[config.mk]
export PLATFORM = sky130hd
export DESIGN_NAME = dma_responder_flat
export DESIGN_NICKNAME = d
export VERILOG_FILES = /design/src/rtl/dma_responder_if.sv /design/src/rtl/dma_responder.sv /design/src/flat_wrapper.sv
export SDC_FILE = /design/constraint.sdc
export NUM_CORES = 1
export LEC_CHECK = 0
export ABC_AREA = 1
export CELL_PAD_IN_SITES_DETAIL_PLACEMENT = 1
export CELL_PAD_IN_SITES_GLOBAL_PLACEMENT = 1
export CORE_UTILIZATION = 34
export DETAILED_ROUTE_END_ITERATION = 8
export GPL_ROUTABILITY_DRIVEN = 0
export PLACE_DENSITY = 0.92
export SKIP_LAST_GASP = 1
export SYNTH_ARGS = -nofsm -noshare
export SYNTH_HDL_FRONTEND = slang
export SYNTH_SLANG_ARGS = --single-unit
[constraint.sdc]
create_clock -name wb_clkp_i -period 2.4 [get_ports wb_clkp_i]
set_input_delay 0.36 -clock wb_clkp_i [delete_from_list [all_inputs] [get_ports wb_clkp_i]]
set_output_delay 0.36 -clock wb_clkp_i [all_outputs]
set_load 0.005 [all_outputs]
[src/rtl/dma_responder_if.sv]
// DMA handshake bundle between the DELQA core (initiator) and the DMA responder (target).
// The initiator drives the request/strobe side; the target answers with grant, ack and read data.
interface dma_responder_if;
  logic        dma_req;   // initiator wants the bus
  logic        dma_gnt;   // target has granted the bus
  logic [21:0] dma_adr;   // byte address, bit 0 ignored
  logic [15:0] dma_wdat;  // initiator -> memory data
  logic [15:0] dma_rdat;  // memory -> initiator data, valid with dma_ack
  logic        dma_stb;   // transfer strobe, held until ack seen
  logic        dma_we;    // 1 = write to memory
  logic        dma_ack;   // transfer acknowledge, held until strobe falls

  modport master (
    output dma_req, dma_adr, dma_wdat, dma_stb, dma_we,
    input  dma_gnt, dma_rdat, dma_ack
  );

  modport slave (
    input  dma_req, dma_adr, dma_wdat, dma_stb, dma_we,
    output dma_gnt, dma_rdat, dma_ack
  );
endinterface

[src/rtl/dma_responder.sv]
// DMA responder: grants the DELQA core the memory bus, holds the host CPU off while
// granted, turns each DMA strobe into one wishbone cycle and returns ack plus read data.
// A memory that never answers is timed out and reported with a one-clock NXM pulse.
// After BURST transfers the grant is yielded for a while if the host wants the bus.
module dma_responder #(
  parameter int unsigned TIMEOUT   = 63,
  parameter int unsigned BURST     = 8,
  parameter int unsigned YIELD_CYC = 4
) (
  input  logic           wb_clkp_i,
  input  logic           wb_rst_i,
  dma_responder_if.slave dma,
  input  logic           hst_cyc_i,
  input  logic           hst_req_i,
  output logic           hold_o,
  output logic [21:0]    mem_adr_o,
  output logic [15:0]    mem_dat_o,
  input  logic [15:0]    mem_dat_i,
  output logic           mem_cyc_o,
  output logic           mem_stb_o,
  output logic           mem_we_o,
  output logic [1:0]     mem_sel_o,
  input  logic           mem_ack_i,
  output logic           nxm_o
);

  localparam logic [7:0] TIMEOUT_C    = 8'(TIMEOUT);
  localparam logic [7:0] BURST_C      = 8'(BURST);
  localparam logic [7:0] YIELD_LAST_C = 8'(YIELD_CYC - 1);

  typedef enum logic [2:0] {
    ST_IDLE  = 3'd0,
    ST_GRANT = 3'd1,
    ST_MEM   = 3'd2,
    ST_ACK   = 3'd3,
    ST_YIELD = 3'd4
  } state_e;

  // Saturating 8-bit increment for the burst counter.
  function automatic logic [7:0] sat_inc8(input logic [7:0] v);
    return (v == 8'hFF) ? v : (v + 8'd1);
  endfunction

  state_e      state_q, state_d;
  logic        gnt_q, gnt_d;
  logic        mem_cyc_q, mem_cyc_d;
  logic        mem_we_q, mem_we_d;
  logic [1:0]  sel_q, sel_d;
  logic [21:0] adr_q, adr_d;
  logic [15:0] wdat_q, wdat_d;
  logic [15:0] rdat_q, rdat_d;
  logic        ack_q, ack_d;
  logic        nxm_q, nxm_d;
  logic [7:0]  timer_q, timer_d;
  logic [7:0]  cnt_q, cnt_d;
  logic [7:0]  ycnt_q, ycnt_d;

  logic        in_mem_s;
  logic        mem_done_s;
  logic        mem_tmo_s;
  logic        stb_drop_s;
  logic [7:0]  cnt_inc_s;
  logic        adr_bit0_unused_s;

  // Word transfers: the byte-select address bit carries no information.
  assign adr_bit0_unused_s = dma.dma_adr[0];

  assign in_mem_s   = (state_q == ST_MEM);
  // A memory ack arriving on the timeout clock still wins over NXM.
  assign mem_done_s = in_mem_s & mem_ack_i;
  assign mem_tmo_s  = in_mem_s & ~mem_ack_i & (timer_q == TIMEOUT_C);
  assign stb_drop_s = (state_q == ST_ACK) & ~dma.dma_stb;
  assign cnt_inc_s  = sat_inc8(cnt_q);

  // FSM state register.
  always_ff @(posedge wb_clkp_i) begin
    if (wb_rst_i) begin
      state_q <= ST_IDLE;
    end else begin
      state_q <= state_d;
    end
  end

  // FSM next-state decode.
  always_comb begin
    state_d = state_q;
    case (state_q)
      ST_IDLE: begin
        if (dma.dma_req & ~hst_cyc_i) begin
          state_d = ST_GRANT;
        end else begin
          state_d = ST_IDLE;
        end
      end
      ST_GRANT: begin
        if (dma.dma_stb) begin
          state_d = ST_MEM;
        end else if (~dma.dma_req) begin
          state_d = ST_IDLE;
        end else begin
          state_d = ST_GRANT;
        end
      end
      ST_MEM: begin
        if (mem_done_s | mem_tmo_s) begin
          state_d = ST_ACK;
        end else begin
          state_d = ST_MEM;
        end
      end
      ST_ACK: begin
        if (stb_drop_s) begin
          if ((cnt_inc_s == BURST_C) & hst_req_i) begin
            state_d = ST_YIELD;
          end else begin
            state_d = ST_GRANT;
          end
        end else begin
          state_d = ST_ACK;
        end
      end
      ST_YIELD: begin
        if (ycnt_q == YIELD_LAST_C) begin
          state_d = ST_IDLE;
        end else begin
          state_d = ST_YIELD;
        end
      end
      default: state_d = ST_IDLE;
    endcase
  end

  // Output and datapath next values; every output is registered from these.
  always_comb begin
    gnt_d     = (state_d == ST_GRANT) | (state_d == ST_MEM) | (state_d == ST_ACK);
    mem_cyc_d = (state_d == ST_MEM);
    sel_d     = mem_cyc_d ? 2'b11 : 2'b00;
    ack_d     = (state_d == ST_ACK);
    nxm_d     = mem_tmo_s;
    adr_d     = adr_q;
    wdat_d    = wdat_q;
    mem_we_d  = 1'b0;
    rdat_d    = 16'h0000;
    timer_d   = 8'd0;
    cnt_d     = cnt_q;
    ycnt_d    = 8'd0;
    case (state_q)
      ST_IDLE: begin
        cnt_d = 8'd0;
      end
      ST_GRANT: begin
        if (dma.dma_stb) begin
          adr_d    = {dma.dma_adr[21:1], 1'b0};
          wdat_d   = dma.dma_wdat;
          mem_we_d = dma.dma_we;
        end else begin
          mem_we_d = 1'b0;
        end
      end
      ST_MEM: begin
        if (mem_done_s) begin
          rdat_d = mem_we_q ? 16'h0000 : mem_dat_i;
        end else if (mem_tmo_s) begin
          rdat_d = 16'h0000;
        end else begin
          mem_we_d = mem_we_q;
          timer_d  = timer_q + 8'd1;
        end
      end
      ST_ACK: begin
        if (stb_drop_s) begin
          cnt_d = cnt_inc_s;
        end else begin
          rdat_d = rdat_q;
        end
      end
      ST_YIELD: begin
        ycnt_d = ycnt_q + 8'd1;
      end
      default: begin
        cnt_d = 8'd0;
      end
    endcase
  end

  // Output and datapath registers; reset abandons any memory cycle at the next edge.
  always_ff @(posedge wb_clkp_i) begin
    if (wb_rst_i) begin
      gnt_q     <= 1'b0;
      mem_cyc_q <= 1'b0;
      mem_we_q  <= 1'b0;
      sel_q     <= 2'b00;
      adr_q     <= 22'd0;
      wdat_q    <= 16'h0000;
      rdat_q    <= 16'h0000;
      ack_q     <= 1'b0;
      nxm_q     <= 1'b0;
      timer_q   <= 8'd0;
      cnt_q     <= 8'd0;
      ycnt_q    <= 8'd0;
    end else begin
      gnt_q     <= gnt_d;
      mem_cyc_q <= mem_cyc_d;
      mem_we_q  <= mem_we_d;
      sel_q     <= sel_d;
      adr_q     <= adr_d;
      wdat_q    <= wdat_d;
      rdat_q    <= rdat_d;
      ack_q     <= ack_d;
      nxm_q     <= nxm_d;
      timer_q   <= timer_d;
      cnt_q     <= cnt_d;
      ycnt_q    <= ycnt_d;
    end
  end

  assign dma.dma_gnt  = gnt_q;
  assign dma.dma_ack  = ack_q;
  assign dma.dma_rdat = rdat_q;
  assign hold_o       = gnt_q;
  assign mem_adr_o    = adr_q;
  assign mem_dat_o    = wdat_q;
  assign mem_cyc_o    = mem_cyc_q;
  assign mem_stb_o    = mem_cyc_q;
  assign mem_we_o     = mem_we_q;
  assign mem_sel_o    = sel_q;
  assign nxm_o        = nxm_q;

endmodule
[src/flat_wrapper.sv]
// flat-port wrapper written by rule: the top's interface ports become plain ports
module dma_responder_flat 
#(
  parameter int unsigned TIMEOUT   = 63,
  parameter int unsigned BURST     = 8,
  parameter int unsigned YIELD_CYC = 4
)
  (wb_clkp_i, wb_rst_i, hst_cyc_i, hst_req_i, hold_o, mem_adr_o, mem_dat_o, mem_dat_i, mem_cyc_o, mem_stb_o, mem_we_o, mem_sel_o, mem_ack_i, nxm_o, dma_dma_req, dma_dma_adr, dma_dma_wdat, dma_dma_stb, dma_dma_we, dma_dma_gnt, dma_dma_rdat, dma_dma_ack);
  dma_responder_if dma_i ();
  input  logic wb_clkp_i;
  input  logic wb_rst_i;
  input  logic hst_cyc_i;
  input  logic hst_req_i;
  output logic hold_o;
  output logic [21:0] mem_adr_o;
  output logic [15:0] mem_dat_o;
  input  logic [15:0] mem_dat_i;
  output logic mem_cyc_o;
  output logic mem_stb_o;
  output logic mem_we_o;
  output logic [1:0] mem_sel_o;
  input  logic mem_ack_i;
  output logic nxm_o;
  input wire logic [$bits(dma_i.dma_req)-1:0] dma_dma_req;
  input wire logic [$bits(dma_i.dma_adr)-1:0] dma_dma_adr;
  input wire logic [$bits(dma_i.dma_wdat)-1:0] dma_dma_wdat;
  input wire logic [$bits(dma_i.dma_stb)-1:0] dma_dma_stb;
  input wire logic [$bits(dma_i.dma_we)-1:0] dma_dma_we;
  output wire logic [$bits(dma_i.dma_gnt)-1:0] dma_dma_gnt;
  output wire logic [$bits(dma_i.dma_rdat)-1:0] dma_dma_rdat;
  output wire logic [$bits(dma_i.dma_ack)-1:0] dma_dma_ack;
  assign dma_i.dma_req = dma_dma_req;
  assign dma_i.dma_adr = dma_dma_adr;
  assign dma_i.dma_wdat = dma_dma_wdat;
  assign dma_i.dma_stb = dma_dma_stb;
  assign dma_i.dma_we = dma_dma_we;
  assign dma_dma_gnt = dma_i.dma_gnt;
  assign dma_dma_rdat = dma_i.dma_rdat;
  assign dma_dma_ack = dma_i.dma_ack;
  dma_responder #(.TIMEOUT(TIMEOUT), .BURST(BURST), .YIELD_CYC(YIELD_CYC)) u_core (.wb_clkp_i(wb_clkp_i), .wb_rst_i(wb_rst_i), .dma(dma_i), .hst_cyc_i(hst_cyc_i), .hst_req_i(hst_req_i), .hold_o(hold_o), .mem_adr_o(mem_adr_o), .mem_dat_o(mem_dat_o), .mem_dat_i(mem_dat_i), .mem_cyc_o(mem_cyc_o), .mem_stb_o(mem_stb_o), .mem_we_o(mem_we_o), .mem_sel_o(mem_sel_o), .mem_ack_i(mem_ack_i), .nxm_o(nxm_o));
endmodule
==> results.txt <==
----------------------------------------------------
[Clocking]
  CTS tree ... yes
  Number of buffers created by CTS ... 9
  CTS resizes ... 0
  Count of buffers added by post-CTS timing repair for setup ... 0
  Buffer type at the clock tree root ... sky130_fd_sc_hd__clkbuf_8
  Number of H-tree branching levels ... 3
  Post-CTS Hold Fix Bufs ... 0
  Later-pin clock latency in the skew report ... roughly 0.36 ns
  Max clock buf depth ... 2
  TritonCTS Sinks ... 85
  Clock transition time at the flip-flop clock pins of the worst setup and hold paths ... 0.08 ns

[Run status]
  Status ... complete, no violations

[Yosys]
  Ys async rst share ... 0%
  Library cell with the largest summed area after synthesis ... sky130_fd_sc_hd__dfxtp_1
  Cells taking the most area after synthesis ... sky130_fd_sc_hd__dfxtp_1 49%, sky130_fd_sc_hd__nor2_1 11%, sky130_fd_sc_hd__nand2_1 6.5%
  Cell with the most instances after synthesis ... sky130_fd_sc_hd__nor2_1
  Synth Flop Type ... sky130_fd_sc_hd__dfxtp_1
  Sequential share of the synthesized area ... between 40 and 50%
  Count of synthesis-stage warnings from yosys ... 0
  Synthesized instance count ... roughly 460
  Syn Area/Cell ... around 7.6 um2
  Count of flip-flops with a built-in enable after synthesis ... 0
  Seq cells post-synth ... 85
  Net count after synthesis ... between 500 and 600
  Combined area of all synthesized cells ... ~3500 um2
  Area share of the leading cell type in the synthesized netlist ... just under 50%
  Unique masters post-synth ... 33
  Top cell types by occurrence after synthesis ... 100 x sky130_fd_sc_hd__nor2_1, 85 x sky130_fd_sc_hd__dfxtp_1, 60 x sky130_fd_sc_hd__nand2_1

[Hold path]
  Hold Path Cell Cnt ... 1
  Worst hold path class ... flip-flop to flip-flop

[GRT]
  Vias in the first global route ... 3669
  First-pass GRT wire length ... around 17000 um
  Global-route usage over all layers ... a little over a fifth
  Total grt overflow ... 0
  Number of antenna violations at the first check in global routing ... 0
  Pin count of the biggest net entering global routing ... 40

[Timing]
  Slew headroom ... between 50 and 60%
  Final hold slack ... between 0.4 and 0.5 ns
  Crit path time final ... about 1.8 ns
  RSZ-0062 raised after global routing ... false
  Setup TNS Final ... 0 ns
  Final Max Slew Viols ... 0
  Upper clock frequency limit ... between 0.5 and 0.6 GHz
  Final worst-path cycle share ... about 75%
  Endpoints failing hold ... 0
  Fin Clk Skew ... 0.00537 ns
  Transition time of the tightest slew-check pin ... ~0.66 ns
  Final setup fails ... 0

[Worst setup path]
  Sort of element at the end of the critical path ... flip-flop
  CP arrival ... 2.06 ns
  Critical path fanouts, max ... 7
  Required time of the worst setup path ... between 2 and 3 ns
  Logic depth of the worst register-to-register path ... 12
  Critical path class ... flip-flop to flip-flop
  CP Launch Type ... flip-flop

[Drt]
  Average wire per cell in the routed design ... 15.4 um
  Total Routed Length ... between 10000 and 15000 um
  Routed via count ... 3479
  Pre-antenna DRT Iters ... 4
  Post-route DRC violation count ... 0
  Post-DRT Antenna Nets ... 0
  DRT iter0 DRCs ... roughly 50
  Via density per instance ... between 4 and 5

[Pwr]
  Cell area power density ... about 560 nW/um2
  Peak ir drop on the vdd network ... 0.314 mV
  Leakage ... around 1.9 nW

[Final layout]
  Ant. Diodes ... 0
  Cell Count, Final, Fillers Out ... 707
  Area Growth Syn to Fin ... 42.6%
  Layout cell share with drive strength beyond 1 ... under 10%
  Nets ... 635

[Floorplan]
  Initial core utilization ... a little over a third
  Full die area ... around 11000 um2
  Total core area ... slightly below 10000 um2
  Die Y-Extent ... ~100 um
  Number of core rows ... 36
  Number of top-level design ports ... ~130
  Die W ... 103 um

[Placement]
  Port buffer count ... 122
  Placed Instances ... roughly 700
  Detailed Place HPWL ... roughly 7900 um

[Flow run]
  Number of max-cap violations ... 0

----------------------------------------------------
registers in the layout, summed over array words and instances, names as in the netlist:
signal	cells
u_core.mem_adr_o	21
u_core.dma.dma_rdat	16
u_core.mem_dat_o	16
u_core.cnt_q	8
u_core.timer_q	8
u_core.ycnt_q	8
u_core.state_q	3
u_core.dma.dma_ack	1
u_core.dma.dma_gnt	1
u_core.mem_sel_o	1
u_core.mem_we_o	1
u_core.nxm_o	1
logic make-up (layout without fill, tap and decap cells):
group                      Yosys count  in the layout  synth area share [%]
adders and majority gates            3              3                  1.08
DFF                                 85             85                  49.1
xor gates and xnor gates             4              4                  1.01
AOI/OAI and AO/OA                   78             78                  11.6
and+or+nand+nor                    227            227                  29.6
other                                1              1                 0.108
buffers and inverters               59            176                  7.54
per-stage QoR:
stage                     instance area (um2)  worst slack, ns  power (mW)  util [%]
final                                    4940            0.598        2.77      50.3
after global placement                   4750            0.419        1.79      48.4
after detailed placement                 4750            0.348        1.80      48.4
after global routing                     4940            0.458        2.89      50.3
after CTS                                4940            0.608        2.80      50.3
after floorplan                          3470            0.880        1.60         -
cell type report:
type	instances	area, um2
fillers	1227	4880
multi-input cells	313	1500
clock buffers	11	141
well taps	133	166
inverters	35	131
flip-flops and latches	85	1700
repair buffers	126	1250
clock inverters	4	48.8
report_power, final:
| group | switching (mW) | internal, mW |
|---|---|---|
| registers | 0.0222 | 1.45 |
| logic | 0.121 | 0.178 |
| clock network | 0.500 | 0.502 |
| total | 0.643 | 2.13 |
routing by layer:
layer	share of wire, %	routed length (um)	up-vias	track usage [%]
met5	0	0	-	0
met4	1.8	200	0	7.37
met3	7.4	802	17	7.32
met2	52	5680	105	39.4
met1	39	4210	1666	22.8
li1	-	-	1691	-
placed cells by master (no fill, tap or decap), types with 3 or more instances in the layout:
| cell | Yosys | final |
|---|---|---|
| sky130_fd_sc_hd__nand4_1 | 5 | 5 |
| sky130_fd_sc_hd__ha_1 | 3 | 3 |
| sky130_fd_sc_hd__a21oi_1 | 30 | 30 |
| sky130_fd_sc_hd__xor2_1 | 4 | 4 |
| sky130_fd_sc_hd__clkdlybuf4s50_1 | 0 | 122 |
| sky130_fd_sc_hd__inv_2 | 6 | 6 |
| sky130_fd_sc_hd__clkbuf_8 | 0 | 10 |
| sky130_fd_sc_hd__nor2_2 | 5 | 5 |
| sky130_fd_sc_hd__nor2_4 | 3 | 3 |
| sky130_fd_sc_hd__o21ai_0 | 32 | 32 |
| sky130_fd_sc_hd__nor3_1 | 4 | 4 |
| sky130_fd_sc_hd__buf_4 | 9 | 4 |
| sky130_fd_sc_hd__nand2_1 | 60 | 60 |
| sky130_fd_sc_hd__o21ai_1 | 11 | 11 |
| sky130_fd_sc_hd__dfxtp_1 | 85 | 85 |
| sky130_fd_sc_hd__nand3_1 | 32 | 32 |
| sky130_fd_sc_hd__nand2_2 | 6 | 6 |
| sky130_fd_sc_hd__inv_1 | 28 | 28 |
| sky130_fd_sc_hd__nor2_1 | 100 | 100 |
final timing paths:
path	start	end	slack (ns)
setup / recovery	u_core.cnt_q[0]	u_core.dma.dma_gnt	0.60
hold / removal	u_core.timer_q[0]	u_core.timer_q[0]	0.45
setup reg to reg	u_core.cnt_q[0]	u_core.dma.dma_gnt	0.60
hold reg to reg	u_core.timer_q[0]	u_core.timer_q[0]	0.45
worst max-delay path, cell delays in order (launching register included):
cell and delay, ns:
sky130_fd_sc_hd__dfxtp_1 0.45, sky130_fd_sc_hd__ha_1 0.21, sky130_fd_sc_hd__inv_1 0.09, sky130_fd_sc_hd__nor2_4 0.17, sky130_fd_sc_hd__nand2_4 0.10, sky130_fd_sc_hd__o21ai_2 0.11
sky130_fd_sc_hd__inv_2 0.06, sky130_fd_sc_hd__nor2_2 0.11, sky130_fd_sc_hd__nand3_2 0.12, sky130_fd_sc_hd__nand2_2 0.10, sky130_fd_sc_hd__nand2_2 0.07, sky130_fd_sc_hd__nand2_2 0.07
sky130_fd_sc_hd__nand2_1 0.04
No activity file was read; power rests on OpenSTA's default activity.
